File: config.mk
export PLATFORM = sky130hd
export DESIGN_NAME = jk_bank_arbiter_flat
export DESIGN_NICKNAME = d
export VERILOG_FILES = /design/src/rtl/jk_bank_pkg.sv /design/src/rtl/jk_bank_arbiter_if.sv /design/src/rtl/jk_cell.sv /design/src/rtl/jk_bank_arbiter.sv /design/src/flat_wrapper.sv
export SDC_FILE = /design/constraint.sdc
export NUM_CORES = 1
export LEC_CHECK = 0
export BUFFER_PORTS_ARGS = -buffer_cell sky130_fd_sc_hd__buf_2
export CAP_MARGIN = 20
export CELL_PAD_IN_SITES_DETAIL_PLACEMENT = 1
export CELL_PAD_IN_SITES_GLOBAL_PLACEMENT = 2
export CORE_MARGIN = 4
export CORE_UTILIZATION = 30
export DETAILED_ROUTE_END_ITERATION = 10
export PLACE_DENSITY = 0.89
export RECOVER_POWER = 50
export SLEW_MARGIN = 40
export SYNTH_ARGS = -nofsm -noshare
export SYNTH_HDL_FRONTEND = slang
export SYNTH_SLANG_ARGS = --single-unit
File: constraint.sdc
create_clock -name clk -period 4.6 [get_ports clk]
set_input_delay 0.69 -clock clk [delete_from_list [all_inputs] [get_ports clk]]
set_output_delay 0.69 -clock clk [all_outputs]
set_load 0.005 [all_outputs]
File: src/rtl/jk_bank_pkg.sv
// Shared definitions for the JK bank arbiter: op codes, FSM states and
// the JK transfer function used by both the flop cells and the response path.
package jk_bank_pkg;

    localparam logic [1:0] OP_HOLD = 2'b00;
    localparam logic [1:0] OP_RST  = 2'b01;
    localparam logic [1:0] OP_SET  = 2'b10;
    localparam logic [1:0] OP_TGL  = 2'b11;

    typedef enum logic [1:0] {
        ST_IDLE   = 2'd0,
        ST_APPLY  = 2'd1,
        ST_REPORT = 2'd2
    } state_t;

    // Returns {J, K} for a command op.
    function automatic logic [1:0] op_to_jk(input logic [1:0] op);
        logic [1:0] jk;
        case (op)
            OP_RST:  jk = 2'b01;
            OP_SET:  jk = 2'b10;
            OP_TGL:  jk = 2'b11;
            default: jk = 2'b00;
        endcase
        return jk;
    endfunction

    function automatic logic jk_next(input logic j, input logic k, input logic q);
        logic nq;
        case ({j, k})
            2'b01:   nq = 1'b0;
            2'b10:   nq = 1'b1;
            2'b11:   nq = ~q;
            default: nq = q;
        endcase
        return nq;
    endfunction

    function automatic int id_width(input int n);
        return (n > 1) ? $clog2(n) : 1;
    endfunction

endpackage

File: src/rtl/jk_bank_arbiter_if.sv
// Request/response bundle between the requesters and the JK bank arbiter.
interface jk_bank_arbiter_if
    import jk_bank_pkg::*;
#(
    parameter int NREQ  = 4,
    parameter int WIDTH = 8
) ();

    localparam int IDW = id_width(NREQ);

    logic [NREQ-1:0]       req_valid;
    logic [2*NREQ-1:0]     req_op;
    logic [WIDTH*NREQ-1:0] req_mask;
    logic [NREQ-1:0]       req_ready;
    logic                  rsp_valid;
    logic                  rsp_ready;
    logic [IDW-1:0]        rsp_id;
    logic [WIDTH-1:0]      rsp_q;

    modport master (
        output req_valid, req_op, req_mask, rsp_ready,
        input  req_ready, rsp_valid, rsp_id, rsp_q
    );

    modport slave (
        input  req_valid, req_op, req_mask, rsp_ready,
        output req_ready, rsp_valid, rsp_id, rsp_q
    );

endinterface

File: src/rtl/jk_cell.sv
// Single JK flip-flop, asynchronously cleared by rst.
module jk_cell
    import jk_bank_pkg::*;
(
    input  logic clk,
    input  logic rst,
    input  logic j,
    input  logic k,
    output logic q
);

    always_ff @(posedge clk or posedge rst) begin
        if (rst) q <= 1'b0;
        else     q <= jk_next(j, k, q);
    end

endmodule

File: src/rtl/jk_bank_arbiter.sv
// Round-robin sequencer owning a bank of JK flops: grants one masked
// SET/RESET/TOGGLE/HOLD command at a time and reports the updated bank.
module jk_bank_arbiter
    import jk_bank_pkg::*;
#(
    parameter int NREQ  = 4,
    parameter int WIDTH = 8
) (
    input  logic               clk,
    input  logic               rst,
    jk_bank_arbiter_if.slave   bus,
    output logic [WIDTH-1:0]   q,
    output logic               busy
);

    localparam int IDW = id_width(NREQ);

    state_t           state, state_nxt;
    logic [IDW-1:0]   ptr;
    logic [IDW-1:0]   id_r;
    logic [1:0]       op_r;
    logic [WIDTH-1:0] mask_r;
    logic [WIDTH-1:0] rsp_q_r;

    logic [IDW:0]       start;
    logic [2*NREQ-1:0]  dbl_vld;
    logic [NREQ-1:0]    rot_vld;
    logic               grant_vld;
    logic [IDW-1:0]     grant_id;
    int                 gsum;
    logic [1:0]         sel_op;
    logic [WIDTH-1:0]   sel_mask;

    logic [1:0]       jk;
    logic [WIDTH-1:0] j_vec, k_vec, bank_next;

    // Rotate valids so bit 0 is the requester just after ptr; lowest set bit wins.
    always_comb begin
        start     = {1'b0, ptr} + 1'b1;
        dbl_vld   = {bus.req_valid, bus.req_valid};
        rot_vld   = NREQ'(dbl_vld >> start);
        grant_vld = 1'b0;
        grant_id  = '0;
        gsum      = 0;
        for (int n = NREQ - 1; n >= 0; n--) begin
            if (rot_vld[n]) begin
                grant_vld = 1'b1;
                gsum      = int'(start) + n;
                if (gsum >= NREQ) gsum -= NREQ;
                grant_id  = IDW'(gsum);
            end
        end
    end

    always_comb begin
        sel_op   = '0;
        sel_mask = '0;
        for (int i = 0; i < NREQ; i++) begin
            if (grant_id == IDW'(i)) begin
                sel_op   = bus.req_op[2*i +: 2];
                sel_mask = bus.req_mask[WIDTH*i +: WIDTH];
            end
        end
    end

    always_comb begin
        bus.req_ready = '0;
        if (state == ST_IDLE && !rst && grant_vld)
            bus.req_ready = NREQ'(1) << grant_id;
    end

    always_comb begin
        state_nxt = state;
        case (state)
            ST_IDLE:   if (grant_vld) state_nxt = ST_APPLY;
            ST_APPLY:  state_nxt = ST_REPORT;
            ST_REPORT: if (bus.rsp_ready) state_nxt = ST_IDLE;
            default:   state_nxt = ST_IDLE;
        endcase
    end

    always_ff @(posedge clk or posedge rst) begin
        if (rst) begin
            state   <= ST_IDLE;
            ptr     <= IDW'(NREQ - 1);
            id_r    <= '0;
            rsp_q_r <= '0;
        end else begin
            state <= state_nxt;
            if (state == ST_IDLE && grant_vld)
                id_r <= grant_id;
            if (state == ST_APPLY) begin
                ptr     <= id_r;
                rsp_q_r <= bank_next;
            end
        end
    end

    // Command payload is only consumed in APPLY, so it needs no reset.
    always_ff @(posedge clk) begin
        if (state == ST_IDLE && grant_vld) begin
            op_r   <= sel_op;
            mask_r <= sel_mask;
        end
    end

    always_comb begin
        jk    = op_to_jk(op_r);
        j_vec = '0;
        k_vec = '0;
        if (state == ST_APPLY) begin
            j_vec = mask_r & {WIDTH{jk[1]}};
            k_vec = mask_r & {WIDTH{jk[0]}};
        end
        for (int b = 0; b < WIDTH; b++)
            bank_next[b] = jk_next(j_vec[b], k_vec[b], q[b]);
    end

    for (genvar b = 0; b < WIDTH; b++) begin : g_cell
        jk_cell u_cell (
            .clk (clk),
            .rst (rst),
            .j   (j_vec[b]),
            .k   (k_vec[b]),
            .q   (q[b])
        );
    end

    assign bus.rsp_valid = (state == ST_REPORT);
    assign bus.rsp_id    = id_r;
    assign bus.rsp_q     = rsp_q_r;
    assign busy          = (state != ST_IDLE);

endmodule
File: src/flat_wrapper.sv
// flat-port wrapper written by rule: the top's interface ports become plain ports
module jk_bank_arbiter_flat import jk_bank_pkg::*;
#(
    parameter int NREQ  = 4,
    parameter int WIDTH = 8
)
  (clk, rst, q, busy, bus_req_valid, bus_req_op, bus_req_mask, bus_rsp_ready, bus_req_ready, bus_rsp_valid, bus_rsp_id, bus_rsp_q);
  jk_bank_arbiter_if #(.NREQ(NREQ), .WIDTH(WIDTH)) bus_i ();
  input  logic clk;
  input  logic rst;
  output logic [WIDTH-1:0] q;
  output logic busy;
  input wire logic [$bits(bus_i.req_valid)-1:0] bus_req_valid;
  input wire logic [$bits(bus_i.req_op)-1:0] bus_req_op;
  input wire logic [$bits(bus_i.req_mask)-1:0] bus_req_mask;
  input wire logic [$bits(bus_i.rsp_ready)-1:0] bus_rsp_ready;
  output wire logic [$bits(bus_i.req_ready)-1:0] bus_req_ready;
  output wire logic [$bits(bus_i.rsp_valid)-1:0] bus_rsp_valid;
  output wire logic [$bits(bus_i.rsp_id)-1:0] bus_rsp_id;
  output wire logic [$bits(bus_i.rsp_q)-1:0] bus_rsp_q;
  assign bus_i.req_valid = bus_req_valid;
  assign bus_i.req_op = bus_req_op;
  assign bus_i.req_mask = bus_req_mask;
  assign bus_i.rsp_ready = bus_rsp_ready;
  assign bus_req_ready = bus_i.req_ready;
  assign bus_rsp_valid = bus_i.rsp_valid;
  assign bus_rsp_id = bus_i.rsp_id;
  assign bus_rsp_q = bus_i.rsp_q;
  jk_bank_arbiter #(.NREQ(NREQ), .WIDTH(WIDTH)) u_core (.clk(clk), .rst(rst), .bus(bus_i), .q(q), .busy(busy));
endmodule
==> out/results.tsv <==
metric	value	unit
Initial DRT Pass Iterations	4	
number of library cell types mapped by synthesis	29	
io pins	71	
Synth Warn #	0	
most area-hungry cell type in the Yosys netlist	dfrtp_1	
synthesis-to-layout area growth	22.15	%
maximum frequency from static timing analysis	368.2	MHz
pre-CTS setup slack	1.581	ns
Initial Utilization	31.33	%
final sum of negative setup slack	0	ns
initial antenna violation count	0	
number of remaining DRC errors	0	
gpl congestion	0.7548	
mean post-synth cell area	9.814	sq um
post-CTS clock slew at the launch and capture registers of the worst setup and hold paths	0.06	ns
Max Cap Viol	0	
num rows	27	
sequential cell area fraction in the yosys report	48.58	%
reg-to-reg setup timing slack	2.68	ns
via count of the first global-routing pass	1593	
diodes inserted	0	
share of the cycle needed by the critical path after routing	59.03	%
dominant cells by area after synthesis	dfrtp_1 28%, edfxtp_1 17%, a21oi_1 7.1%, nand2_1 6.8%, a32oi_1 5.0%	
post-route minimum period	2.716	ns
synthesized-area fraction occupied by xor and xnor cells	0	%
global route overflow	0	
clock tree root buffer cell	clkbuf_8	
crit path kind	primary input to output port	
number of synthesized register bits	32	
DRC marker count from the first detailed-route iteration	49	
startpoint of the tightest hold check path	u_core.bus.rsp_q[3]	
via-per-instance ratio	5.006	
number of buffers inserted by port buffering	70	
R2R cell count	4	
fraction of the mapped netlist area in compound gates	26.14	%
Antenna Nets Post-Route	0	
global-route wire length before repair	7.686	mm
number of setup buffers added after CTS	0	
global routing usage summed across all routing layers	13.36	%
final-layout fill cell count	707	
Nets	284	
die boundary height	84.52	um
Worst VDD drop	0.2452	mV
largest family of logic cells by synthesized area	compound AO/OA/AOI/OAI gates	
detailed placement HPWL	3.396	mm
setup violators final	0	
startpoint of the lowest-slack register-to-register path	u_core.state[1]	
Net Count, Synth	226	
post-synthesis instance area	1757	sq um
H-Tree Level Count	2	
post-CTS resize count	0	
RR Endpoint	u_core.g_cell[0].u_cell.q	
required time of the worst setup path	3.91	ns
final count of hold timing violations	0	
post-synthesis share of cell area spent on full adders, half adders and majority gates	0	%
total number of clock tree sinks	32	
CTS max path bufs	2	
cts-stage hold buffer count	0	
maximum clock skew at final layout	0.003496	ns
simple-gate area share of the yosys netlist	14.81	%
share of post-route cells with drive strength above 1	34.03	%
leakage power	0.0009978	uW
multiplexer area fraction after synthesis	1.282	%
detailed-route wire length	4.468	mm
power per unit of standard cell area	683.9	nW/um^2
routed length per placed instance	14.41	um
slack of the critical path	1.884	ns
unrepaired setup endpoints after global routing	false	
largest net degree at the start of global routing	26	
Hold Path Cell Cnt	1	
HP Class	flop to flop	
worst-path fanout max	22	
Std-Cell Core Area	5608	sq um
fin. max-slew vios	0	
area fraction of the dominant cell type after synthesis	28.49	%
CP Launch Type	primary input	
CP arrival	2.03	ns
status	finished clean	
TritonCTS clock tree	done	
Worst Tran Pin Value	0.8776	ns
final core utilization	38.26	%
x dimension of the die	84.52	um
die area	7144	sq um
endpoint of the worst hold-timing path	u_core.bus.rsp_q[3]	
vias after detailed routing	1552	
insertion delay to the later sink of the worst-skew pair	0.28	ns
total clock buffers created by CTS	5	
count of mapped cells out of synthesis	179	
Worst setup EP type	output port	
headroom to the max-slew limit	41.43	%
## critical path: stages
cell and delay [ns]:
clkbuf_1 0.12, nor2b_4 0.15, o21ai_1 0.18, nand3_2 0.39, and4_1 0.37, buf_2 0.12
## sequential cells by signal, summed over array words and instances, names as in the netlist
name	cells
u_core.op_r	2
u_core.g_cell.u_cell.q	8
u_core.bus.rsp_q	8
u_core.state	2
u_core.bus.rsp_id	2
u_core.mask_r	8
u_core.ptr	2
## power by group
part / internal, uW / switching (uW)
registers: 482 / 152
clock network: 122 / 92.3
logic: 267 / 353
total: 870 / 597
## cells in the mapped netlist
master    count
and3_1        1
buf_6         4
clkbuf_1      3
a311oi_1      8
o21ai_0       3
nand3_1       1
edfxtp_1     10
inv_1         6
and4_1        2
a21oi_1      25
nand2b_1      4
o21ai_1       2
or2_2         1
nor2b_4       1
a21o_1       10
a21oi_2       1
nor4_2        1
a211o_4       1
nor4_4        1
nand2_1      32
mux2_2        2
dfstp_2       2
nor2b_1       1
buf_4         9
dfrtp_1      20
a32oi_1      10
a31oi_1       8
nor2_1        7
buf_2         3
## per-layer routing
metal	wire [um]	share of wire, %	vias to the layer above	global-route usage [%]
met1	2210	49	716	19.24
met5	0	0	-	0
met4	96	2.1	0	6.475
met2	1838	41	58	18.58
met3	322	7.2	8	3.238
li1	-	-	770	-
## placed cells by master (no fill, tap or decap), drive strengths merged
| master | instances |
|---|---|
| clkbuf | 15 |
| edfxtp | 10 |
| a32oi | 10 |
| a21oi | 26 |
| a21o | 10 |
| and3 | 1 |
| nor4 | 2 |
| mux2 | 2 |
| and4 | 2 |
| nor2 | 7 |
| nand3 | 1 |
| buf | 63 |
| a31oi | 8 |
| dfrtp | 20 |
| a311oi | 8 |
| inv | 6 |
| dfstp | 2 |
| nand2b | 4 |
| or2 | 1 |
| a211o | 1 |
| nor2b | 2 |
| nand2 | 32 |
| o21ai | 5 |
## per-stage QoR
| stage | std cells | hold WS [ns] | cell area [sq um] | power (uW) |
|---|---|---|---|---|
| after floorplan | 179 | 0.4740 | 1757 | 1119 |
| after global placement | 302 | 0.4547 | 2058 | 1242 |
| after detailed placement | 302 | 0.4664 | 2058 | 1269 |
| after CTS | 310 | 0.4805 | 2148 | 1490 |
| after global routing | 310 | 0.4937 | 2146 | 1612 |
| final | 310 | 0.4719 | 2146 | 1468 |
## cell families after synthesis
kind of cell	after synthesis
flip-flops	32
buffers and inverters	25
AND/OR/NAND/NOR	52
multiplexers	2
AO/OA/AOI/OAI	68
## layout make-up
type / instances / area, sq um / area share, %
clock buffer: 8 / 90.09 / 4.198
inverter: 6 / 22.52 / 1.050
multi-input combinational: 122 / 748.2 / 34.87
sequential: 32 / 853.3 / 39.77
tap: 72 / 90.09 / 4.198
timing repair buffer: 70 / 341.6 / 15.92
## worst max path at each step
stage	from	to	slack, ns	cells after the start
floorplan	bus_req_valid[0]	bus_req_ready[3]	2.31	5
global placement	bus_req_valid[3]	bus_req_ready[1]	1.64	6
detailed placement	bus_req_valid[3]	bus_req_ready[1]	1.58	6
CTS	u_core.ptr[0]	bus_req_ready[1]	1.57	5
global route	bus_req_valid[3]	bus_req_ready[1]	1.71	6
finish	bus_req_valid[3]	bus_req_ready[1]	1.88	6
Note: power is estimated with default switching activity, not from simulation.
